--- src/rtl/score_life_tracker.sv ---
// Game-rule bookkeeping: frame-gated, debounced score and life counts and
// the ball respawn hold-off sequence for the pinball playfield.
module score_life_tracker #(
  parameter int INIT_LIFE          = 3,
  parameter int SCORE_MAX          = 9,
  parameter int RESPAWN_FRAMES     = 60,
  parameter int HIT_HOLDOFF_FRAMES = 8
) (
  input  logic       clk,
  input  logic       reset,
  input  logic       start,
  input  logic       startOfFrame,
  input  logic       targetHit,
  input  logic       ballLost,
  output logic [3:0] life,
  output logic [3:0] score,
  output logic       respawn,
  output logic       gameOver
);

  localparam logic [3:0] LIFE_INIT = 4'(INIT_LIFE);
  localparam logic [3:0] SCORE_TOP = 4'(SCORE_MAX);
  localparam logic [7:0] RESP_LOAD = 8'(RESPAWN_FRAMES);
  localparam logic [7:0] HOLD_LOAD = 8'(HIT_HOLDOFF_FRAMES);

  typedef enum logic [1:0] {IDLE, PLAY, RESPAWN, OVER} state_t;

  state_t     state, state_nx;
  logic [3:0] life_nx, score_nx;
  logic [7:0] hold, hold_nx;
  logic [7:0] resp_cnt, resp_nx;
  logic       hit_prev;
  logic       hit;

  // A hit counts only on a fresh rising edge once the holdoff has expired.
  assign hit = targetHit & ~hit_prev & (hold == 8'd0);

  always_comb begin
    state_nx = state;
    life_nx  = life;
    score_nx = score;
    hold_nx  = hold;
    resp_nx  = resp_cnt;
    case (state)
      IDLE: begin
        if (start) begin
          state_nx = PLAY;
          life_nx  = LIFE_INIT;
          score_nx = 4'd0;
          hold_nx  = 8'd0;
        end
      end
      PLAY: begin
        if (!start) begin
          state_nx = IDLE;
        end else begin
          if (hit) begin
            if (score < SCORE_TOP) score_nx = score + 4'd1;
            hold_nx = HOLD_LOAD;
          end else if (startOfFrame && hold != 8'd0) begin
            hold_nx = hold - 8'd1;
          end
          if (ballLost) begin
            if (life > 4'd1) begin
              life_nx  = life - 4'd1;
              resp_nx  = RESP_LOAD;
              state_nx = RESPAWN;
            end else begin
              life_nx  = 4'd0;
              state_nx = OVER;
            end
          end
        end
      end
      RESPAWN: begin
        if (!start) begin
          state_nx = IDLE;
        end else if (startOfFrame && resp_cnt != 8'd0) begin
          resp_nx = resp_cnt - 8'd1;
          if (resp_cnt == 8'd1) begin
            state_nx = PLAY;
            hold_nx  = 8'd0;
          end
        end
      end
      OVER: begin
        life_nx = 4'd0;
        if (!start) state_nx = IDLE;
      end
      default: state_nx = IDLE;
    endcase
  end

  always_ff @(posedge clk) begin
    if (reset) begin
      state    <= IDLE;
      life     <= LIFE_INIT;
      score    <= 4'd0;
      hold     <= 8'd0;
      resp_cnt <= 8'd0;
      hit_prev <= 1'b0;
      respawn  <= 1'b0;
      gameOver <= 1'b0;
    end else begin
      state    <= state_nx;
      life     <= life_nx;
      score    <= score_nx;
      hold     <= hold_nx;
      resp_cnt <= resp_nx;
      hit_prev <= targetHit;
      // Flags follow the next state so they change on the same edge as the FSM.
      respawn  <= (state_nx == RESPAWN);
      gameOver <= (state_nx == OVER);
    end
  end

endmodule

--- config.mk ---
export PLATFORM = sky130hd
export DESIGN_NAME = score_life_tracker
export DESIGN_NICKNAME = d
export VERILOG_FILES = /design/src/rtl/score_life_tracker.sv
export SDC_FILE = /design/constraint.sdc
export NUM_CORES = 1
export LEC_CHECK = 0
export BUFFER_PORTS_ARGS = -buffer_cell sky130_fd_sc_hd__buf_2
export CAP_MARGIN = 20
export CORE_MARGIN = 5
export CORE_UTILIZATION = 58
export DETAILED_ROUTE_END_ITERATION = 6
export GPL_TIMING_DRIVEN = 0
export PLACE_DENSITY = 0.78
export SLEW_MARGIN = 10
export SYNTH_ARGS = -nofsm -noshare
export SYNTH_HDL_FRONTEND = slang
export SYNTH_SLANG_ARGS = --single-unit
export TNS_END_PERCENT = 30
--- constraint.sdc ---
create_clock -name clk -period 2.8 [get_ports clk]
set_clock_uncertainty 0.15 [all_clocks]
set_input_delay 0.56 -clock clk [delete_from_list [all_inputs] [get_ports clk]]
set_output_delay 0.56 -clock clk [all_outputs]
set_load 0.02 [all_outputs]
* Yosys cells after proc, flatten, opt, wreduce, memory -nomap -nowiden
Cells that the tools add are included.
** Cells by class
- $add $sub $neg :: 4
- Order comparisons :: 2
- Eq/ne operators :: 16
- Multiplexer cells :: 33
- Bitwise gates (word level) :: 3
- Reductions and logical operators :: 14
** Operators with widths (number)
- 8-bit two-way mux :: 12
- 4-bit two-way mux :: 8
- 8-bit case mux with 3 select lines :: 1
- 2-bit != test, second input constant :: 9
- 8-bit case mux with 2 select lines :: 1
- 8-bit nonzero test :: 2
- 8-bit by 1-bit subtractor with 8-bit output, second input constant :: 2
- 2-bit two-way mux :: 7
- 4-bit case mux with 3 select lines :: 1
- 2-bit == test, second input constant :: 4
- 8-bit by 1-bit == test with 1-bit output, second input constant :: 1
- 8-bit zero test :: 1
- 2-bit case mux with 4 select lines :: 1
- 4-bit case mux with 2 select lines :: 1
- 7-bit AND reduction :: 1
- 6-bit AND reduction :: 1
- 3-bit nonzero test :: 2
- 5-bit AND reduction :: 1
- 4-bit by 1-bit adder with 4-bit output, second input constant :: 1
- 4-bit by 1-bit greater-than comparator with 1-bit output, second input constant :: 1
- 4-bit less-than comparator, second input constant :: 1
- 4-bit AND reduction :: 1
- 2-bit nonzero test :: 2
- 4-bit by 1-bit subtractor with 4-bit output, second input constant :: 1
- other kinds (7) :: 9
** Word-level totals
- Bits in registers :: 29
- Bits of input ports :: 6
- Output and inout bits :: 10
- Word-level logic and storage cells :: 80

* Depth between registers and ports, before layout
Gate-level depths: netlist (run 1).
- Word-level depth :: 6
- Gate-level depth with buffers :: 8

* Least setup slack after synthesis (run 1)
Ideal clock, no wire load.
- Path kind :: input to register
- From :: input port start
- To :: register hold[1]
- Library setup time :: 0.071 ns
- Arrival time :: 2.095 ns
- Path slack :: 0.485 ns
- Stages on the path :: 6
- Path buffers :: 1
- Cells stage by stage :: clkbuf_1 > nor2b_1 > a41oi_2 > a311o_1 > or4_1 > a21oi_1
** On the way
- Cells in the longest elaborated chain, start to end :: 2
- Elaborated cells between the ends (all ways) :: 4
** RTL lines
- start, declared :: RTL line 11 : input logic start,
- 2-bit != test (no line)
- 7-bit AND reduction (no line) (*)
- end signal, assigned :: RTL line 108 : hold <= hold_nx;
- end, declared :: RTL line 30 : logic [7:0] hold, hold_nx;
Every way passes the cells marked *; elsewhere a longest branch is shown, timed or not.
A chain may end at the register's enable or synchronous reset.

* Worst setup path in the final report (run 1)
- From :: register hold[0]
- To :: register hold[1]
** On the way
- Cells in the longest elaborated chain, start to end :: 5
- Elaborated cells between the ends (all ways) :: 11
** RTL lines
- 8-bit by 1-bit subtractor with 8-bit output / 8-bit zero test (equally long branches) :: RTL line 61, 36
- 8-bit two-way mux / 1-bit AND (equally long branches) :: RTL line 60, 36
- 8-bit two-way mux :: RTL line 57 : if (hit) begin
- 8-bit two-way mux :: RTL line 54 : if (!start) begin
- 8-bit case mux with 3 select lines :: RTL line 44 : case (state)
Parallel ways exist; a longest one is shown, timed or not. The select of a mux whose other input is x is not followed.

==> results.toml, run 1 <==
[worst_hold_path]
hold_path.class = "input pin to flop"

[sta]
rsz0062_at_grt = "no"
maxClockFrequency_mhz = 384
timing_max_transition_violations_final = 0
final-setup-viol-count = 0
timing.max_slew.rel_slack_pct = 56.1
timing.final.crit_period_ns = 2.60
tns_ns = 0
max_slew.worst_pin.slew_ns = 0.659
final_hold_viol_count = 0
holdWs_ns = 0.319
min_period_over_period_pct = 93.0

[clock_tree]
cts_max_level = 2
postCtsSetupRepairBufs = 0
clkTransAtPathRegs_ns = 0.08
ctsResizeCount = 0
ctsHoldBuffers = 0
cts_num_sinks = 29
clockBufferDepth = 2
cts_tree = "yes"
clock_insertion_delay_worst_skew_ns = 0.33
cts_inserted_buffers = 5
cts_root_buffer = "clkbuf_4"

[final_layout]
most-common-layout-cells = "dfxtp_1, nor2_1, a21oi_1"
final_layout_size_suffix_gt1_share_pct = 12.0
finish.utilization_pct = 65.6
final_cell_count_no_fill = 247
final_area_sq_mm = 0.00179
layout-area-overhead-vs-synth_pct = 10.1
finish.net_count = 231
antenna_cells_inserted = 0
layout.cells.most_common = "dfxtp_1"

[routing]
post_drt_wl_per_cell_microns = 14.8
count_of_unresolved_drc_violations_after_routing = 0
detail-route-antenna-nets = 0
vias_post_dr = 1505
detailedRoute.firstIterationViolations = 130
detail_route.vias_per_cell = 6.09
drt_wl_total_mm = 3.66
drt_pre_antenna_iters = 4

[setup_path]
cp_slowest_cell = "or4_1"
cp_num_buf_inv = 2
cpPeakStageDelay_ns = 0.49
worst-endpoint-arrival_ns = 2.71
crit_path_end_kind = "flop"
worst-path-max-fanout = 7
criticalPathCategory = "flop to flop"
cp_cell_sequence = "inv_1 -> ha_1 -> or3b_1 -> clkbuf_1 -> nor2_1 -> a311o_1 -> or4_1 -> a21oi_1"
critical_path.startpoint_type = "flop"
worst_path_dominant_cell_family = "simple AND/OR/NAND/NOR gates"
data_required_time_at_the_worst_endpoint_ns = 2.91

[yosys]
synth.net_count = 210
synthesized_instance_count = 195
synth.yosys.seq_area_share_pct = 35.6
synth-edff-count = 0
syn_area_sq_mm = 0.00163
netlist_top_cells_area = "dfxtp_1, ha_1, nor2_1"
yosys_warnings = 0
synth-seq-cells = 29
share_of_yosys_cell_area_claimed_by_the_top_area_cell_type_pct = 35.6
yosysTopAreaCell = "dfxtp_1"
syn_area_per_cell_sq_um = 8.36
synthDistinctLibCells = 43
synth_async_sr_flop_share_pct = 0
yosys_most_used_dff = "dfxtp_1"

[global_routing]
global_route.usage.total_pct = 19.8
globalRoute.totalOverflow = 0
number_of_antenna_violations_at_the_first_check_in_global_routing = 0
largest_net_degree_at_the_start_of_global_routing = 11
global_route_wire_length_before_repair_mm = 6.37
grt_pass1_vias = 1466

[power_and_ir_drop]
cellPowerDensity_mw_per_mm2 = 444
leakage_power_figure_nw = 0.709
vdd.ir_drop.worst_mv = 0.329

[run_status]
result_of_the_run = "complete, no violations"

[die]
pin_count = 16
die-area_sq_mm = 0.00397
floorplan.initialDensity_pct = 59.6
chipWidth_microns = 63.0
die-height_microns = 63.0
core_area_sq_mm = 0.00273
num_rows = 19

[placed_design]
detailed_place_hpwl_mm = 2.72
placement.cell_area_sq_mm = 0.00174
port_buffers = 14
place.gp.congestion = 0.871
placedCellCount = 240

[run]
drv_cap = 0
-- final cells by class --
cell class,count,area [sq um]
Multi-Input combinational cell,149,986
Fill cell,234,940
Sequential cell,29,581
Timing Repair Buffer,14,70.1
Clock buffer,7,55.1
Tap cell,31,38.8
Inverter,10,37.5
Buffer,7,26.3
-- Yosys cell counts, types with 2 or more instances --
| cell | count |
|---|---|
| dfxtp_1 | 29 |
| nor2_1 | 23 |
| a21oi_1 | 16 |
| inv_1 | 10 |
| nand2_1 | 10 |
| nor3_1 | 10 |
| ha_1 | 9 |
| nand2b_1 | 8 |
| nor2b_1 | 8 |
| o21ai_0 | 8 |
| clkbuf_1 | 7 |
| nand3b_1 | 6 |
| a211oi_1 | 5 |
| xor2_1 | 5 |
| nand3_1 | 4 |
| nand4b_1 | 3 |
| o31ai_1 | 3 |
| a31oi_1 | 2 |
| mux2i_1 | 2 |
| nor4_1 | 2 |
| o211ai_1 | 2 |
| or4_1 | 2 |
-- worst register-to-register path: stages (launching register included) --
cell	delay, ns
dfxtp_1	0.44
inv_1	0.09
ha_1	0.23
or3b_1	0.16
clkbuf_1	0.26
nor2_1	0.12
a311o_1	0.45
or4_1	0.49
a21oi_1	0.14
-- worst paths after layout --
path                                 from  endpoint  slack (ns)  cells after the start
worst max-delay path              hold[0]   hold[1]        0.20                      8
worst min-delay path            targetHit  hit_prev        0.32                      2
worst max register to register    hold[0]   hold[1]        0.20                      8
worst min register to register    life[3]   life[3]        0.34                      1
-- cell families after synthesis --
logic type / after synthesis / share of synthesized area [%]
AOI/OAI and AO/OA: 49 / 20.8
xor gates and xnor gates: 6 / 3.22
adders and majority gates: 9 / 6.91
buffers and inverters: 17 / 3.91
DFF: 29 / 35.6
muxes: 2 / 1.23
and+or+nand+nor: 83 / 28.3
-- report_power, final --
part / total, W / switching [W] / leakage, nW / internal (W)
clock network: 0.000257 / 0.000139 / 0.0314 / 0.000118
logic: 0.000107 / 0.0000677 / 0.442 / 0.0000394
registers: 0.000433 / 0.0000112 / 0.235 / 0.000421
total: 0.000797 / 0.000218 / 0.709 / 0.000579
-- flip-flops by register name, summed over array words and instances, names as in the netlist --
register,flops
score,4
gameOver,1
hit_prev,1
resp_cnt,8
state,2
hold,8
respawn,1
life,4
-- through the flow --
stage / power, W / worst slack (ns)
final: 0.000797 / 0.196
after global routing: 0.000844 / 0.0190
after CTS: 0.000802 / 0.195
after detailed placement: 0.000548 / 0.211
after global placement: 0.000543 / 0.264
after floorplan: 0.000518 / 0.485
-- metal layers --
metal | GRT usage (%) | vias to the layer above | routed length, microns
li1 | - | 747 | -
met1 | 22.5 | 692 | 1600
met2 | 34.1 | 59 | 1770
met3 | 6.12 | 7 | 233
met4 | 7.43 | 0 | 60
met5 | 0 | - | 0
(Power assumes the default switching activity.)
==> run 2, diff against run 1 <==
--- a/config.mk
+++ b/config.mk
@@ -5,13 +5,14 @@
 export SDC_FILE = /design/constraint.sdc
 export NUM_CORES = 1
 export LEC_CHECK = 0
+export ABC_AREA = 1
 export BUFFER_PORTS_ARGS = -buffer_cell sky130_fd_sc_hd__buf_2
 export CAP_MARGIN = 20
 export CORE_MARGIN = 5
-export CORE_UTILIZATION = 58
+export CORE_UTILIZATION = 59
 export DETAILED_ROUTE_END_ITERATION = 6
 export GPL_TIMING_DRIVEN = 0
-export PLACE_DENSITY = 0.78
+export PLACE_DENSITY = 0.79
 export SLEW_MARGIN = 10
 export SYNTH_ARGS = -nofsm -noshare
 export SYNTH_HDL_FRONTEND = slang
==> results.toml, run 2 <==
[run_status]
result_of_the_run = "complete, no violations"

[placed_design]
detailedPlace.worstSlack_ns = 0.847
detailed_place_hpwl_mm = 2.87
placement.cell_area_sq_mm = 0.00201
place.gp.congestion = 0.823
port_buffers = 15
placedCellCount = 334

[final_layout]
antenna_cells_inserted = 0
largest_registers = "hold x8, resp_cnt x8"
sequential_cell_area_sq_um = 581
most-common-layout-cells = "nand2_1, inv_1, nor2_1"
final_area_sq_mm = 0.00206
layout-area-overhead-vs-synth_pct = 9.65
layout.cells.most_common = "nand2_1"
finish.utilization_pct = 67.5
final_layout_size_suffix_gt1_share_pct = 18.5
multiInputGateArea_sq_mm = 0.00112
num-fill-cells = 296
finish.net_count = 312
final_cell_count_no_fill = 342

[yosys]
yosysMostFrequentCell = "nand2_1"
synthDistinctLibCells = 32
most_instantiated_cells_after_synthesis = "nand2_1, inv_1, nor2_1"
synth_async_sr_flop_share_pct = 0
netlist_top_cells_area = "dfxtp_1, nand2_1, inv_1"
syn_area_per_cell_sq_um = 6.83
synth-seq-cells = 29
synth-edff-count = 0
yosysTopAreaCell = "dfxtp_1"
yosys_most_used_dff = "dfxtp_1"
yosys_warnings = 0
synthesized_instance_count = 275
share_of_yosys_cell_area_claimed_by_the_top_area_cell_type_pct = 30.9
syn_area_sq_mm = 0.00188
synth.net_count = 290
synth.yosys.seq_area_share_pct = 30.9

[clock_tree]
cts_root_buffer = "clkbuf_4"
clkTransAtPathRegs_ns = 0.08
cts_max_level = 2
ctsHoldBuffers = 0
cts_num_sinks = 29
ctsResizeCount = 0
postCtsSetupRepairBufs = 0
cts_tree = "yes"
clock_insertion_delay_worst_skew_ns = 0.33
cts_inserted_buffers = 5
clockBufferDepth = 2

[run]
drv_cap = 0

[die]
chipWidth_microns = 66.4
die-area_sq_mm = 0.00441
floorplan.initialDensity_pct = 61.6
core_area_sq_mm = 0.00305
die-height_microns = 66.4
pin_count = 16
num_rows = 20

[routing]
detailroute.wirelength.met3_microns = 146
route.top_layer_used = "met4"
wl_met2_mm = 1.78
drt_pre_antenna_iters = 4
count_of_unresolved_drc_violations_after_routing = 0
drt_wl_total_mm = 3.80
detail_route.vias_per_cell = 5.11
post_drt_wl_per_cell_microns = 11.1
detailedRoute.firstIterationViolations = 103
vias_post_dr = 1746
met1Wirelength_mm = 1.80
detail-route-antenna-nets = 0

[setup_path]
setup.worst_path.start = "life[0]"
data_required_time_at_the_worst_endpoint_ns = 2.84
timing.reg2reg.setup_slack_ns = 1.00
worst-path-max-fanout = 9
timing.reg2reg.worst_path_depth = 8
rr_startpoint = "life[0]"
crit_path_end_kind = "flop"
cp_num_buf_inv = 1
cp_slowest_cell = "dfxtp_1"
timing.critical_path.depth = 8
worst-endpoint-arrival_ns = 1.84
cpPeakStageDelay_ns = 0.42
critical_path.startpoint_type = "flop"
worst_path_dominant_cell_family = "simple AND/OR/NAND/NOR gates"
cp_cell_sequence = "inv_1 -> ha_1 -> o21ai_2 -> nand2_2 -> nand2_4 -> nand3_4 -> o21ai_1 -> nor2_1"
criticalPathCategory = "flop to flop"

[global_routing]
globalRoute.totalOverflow = 0
largest_net_degree_at_the_start_of_global_routing = 11
number_of_antenna_violations_at_the_first_check_in_global_routing = 0
grt_pass1_vias = 1587
global_route.usage.total_pct = 19.7
global_route_wire_length_before_repair_mm = 6.62

[power_and_ir_drop]
cellPowerDensity_mw_per_mm2 = 463
vdd.ir_drop.worst_mv = 0.313
leakage_power_figure_nw = 0.995

[sta]
tns_ns = 0
timing_max_transition_violations_final = 0
final-setup-viol-count = 0
maxClockFrequency_mhz = 557
timing.final.crit_period_ns = 1.80
timing.max_slew.rel_slack_pct = 60.7
finalWorstSetupSlack_ns = 1.00
final_hold_viol_count = 0
max_slew.worst_pin.slew_ns = 0.589
rsz0062_at_grt = "no"
min_period_over_period_pct = 64.1

[worst_hold_path]
holdPathStages = 3
worstHoldStart = "targetHit"
hold_path.class = "input pin to flop"
run 2: cell types whose count changed after synthesis, sizes merged, moves of 5 or more:
cell,previous run,this run
clkbuf,7,2
inv,10,41
nand2,10,65
nand2b,8,0
nand3,4,29
nand4,0,6
nor2,23,40
nor2b,8,0
nor3,10,3
o21ai,8,17
run 2: path summary, 6_finish.rpt:
path / end
worst min register to register: resp_cnt[0]
worst max register to register: resp_cnt[1]
worst max-delay path: resp_cnt[1]
worst min-delay path: hit_prev
run 2: stage by stage:
stage / hold slack, ns / power, W
3_3_place_gp: 0.323 / 0.000725
4_1_cts: 0.298 / 0.000966
2_1_floorplan: 0.313 / 0.000676
6_report: 0.303 / 0.000955
5_1_grt: 0.323 / 0.00103
3_5_place_dp: 0.331 / 0.000731
run 2: area by class of cell:
class	count	area share (%)
clock buffers	6	2.00
well taps	44	2.67
plain buffers	3	1.09
inverters	41	7.71
flip-flops and latches	29	28.2
clock inverters	2	0.486
multi-input cells	202	54.2
repair buffers	15	3.64
run 2: power by group:
group          internal, W  total, W  switching, W
combinational    0.0000965  0.000266      0.000169
clock            0.0000953  0.000232      0.000137
sequential        0.000433  0.000457     0.0000236
run 2: cells by family (layout without fill, tap and decap cells):
| group | after synthesis | in the layout | share of synthesized area (%) |
|---|---|---|---|
| AND/OR/NAND/NOR | 148 | 148 | 38.9 |
| buffers and inverters | 44 | 67 | 9.65 |
| AO/OA/AOI/OAI | 41 | 41 | 12.7 |
| flip-flops | 29 | 29 | 30.9 |
| adder cells (fa/ha/maj) | 9 | 9 | 5.99 |
| XOR/XNOR | 4 | 4 | 1.86 |
run 2: worst reg2reg max path, delay by kind of cell, from the launching register on:
kind	cells	cell delay [ns]
and+or+nand+nor	4	0.43
buffers and inverters	1	0.07
AOI/OAI and AO/OA	2	0.38
adders and majority gates	1	0.23
DFF	1	0.42
run 2: metal layers:
| layer | up-vias | GRT usage [%] |
|---|---|---|
| li1 | 927 | - |
| met1 | 783 | 24.1 |
| met2 | 30 | 31.8 |
| met3 | 6 | 5.78 |
| met4 | 0 | 8.38 |
| met5 | - | 0 |
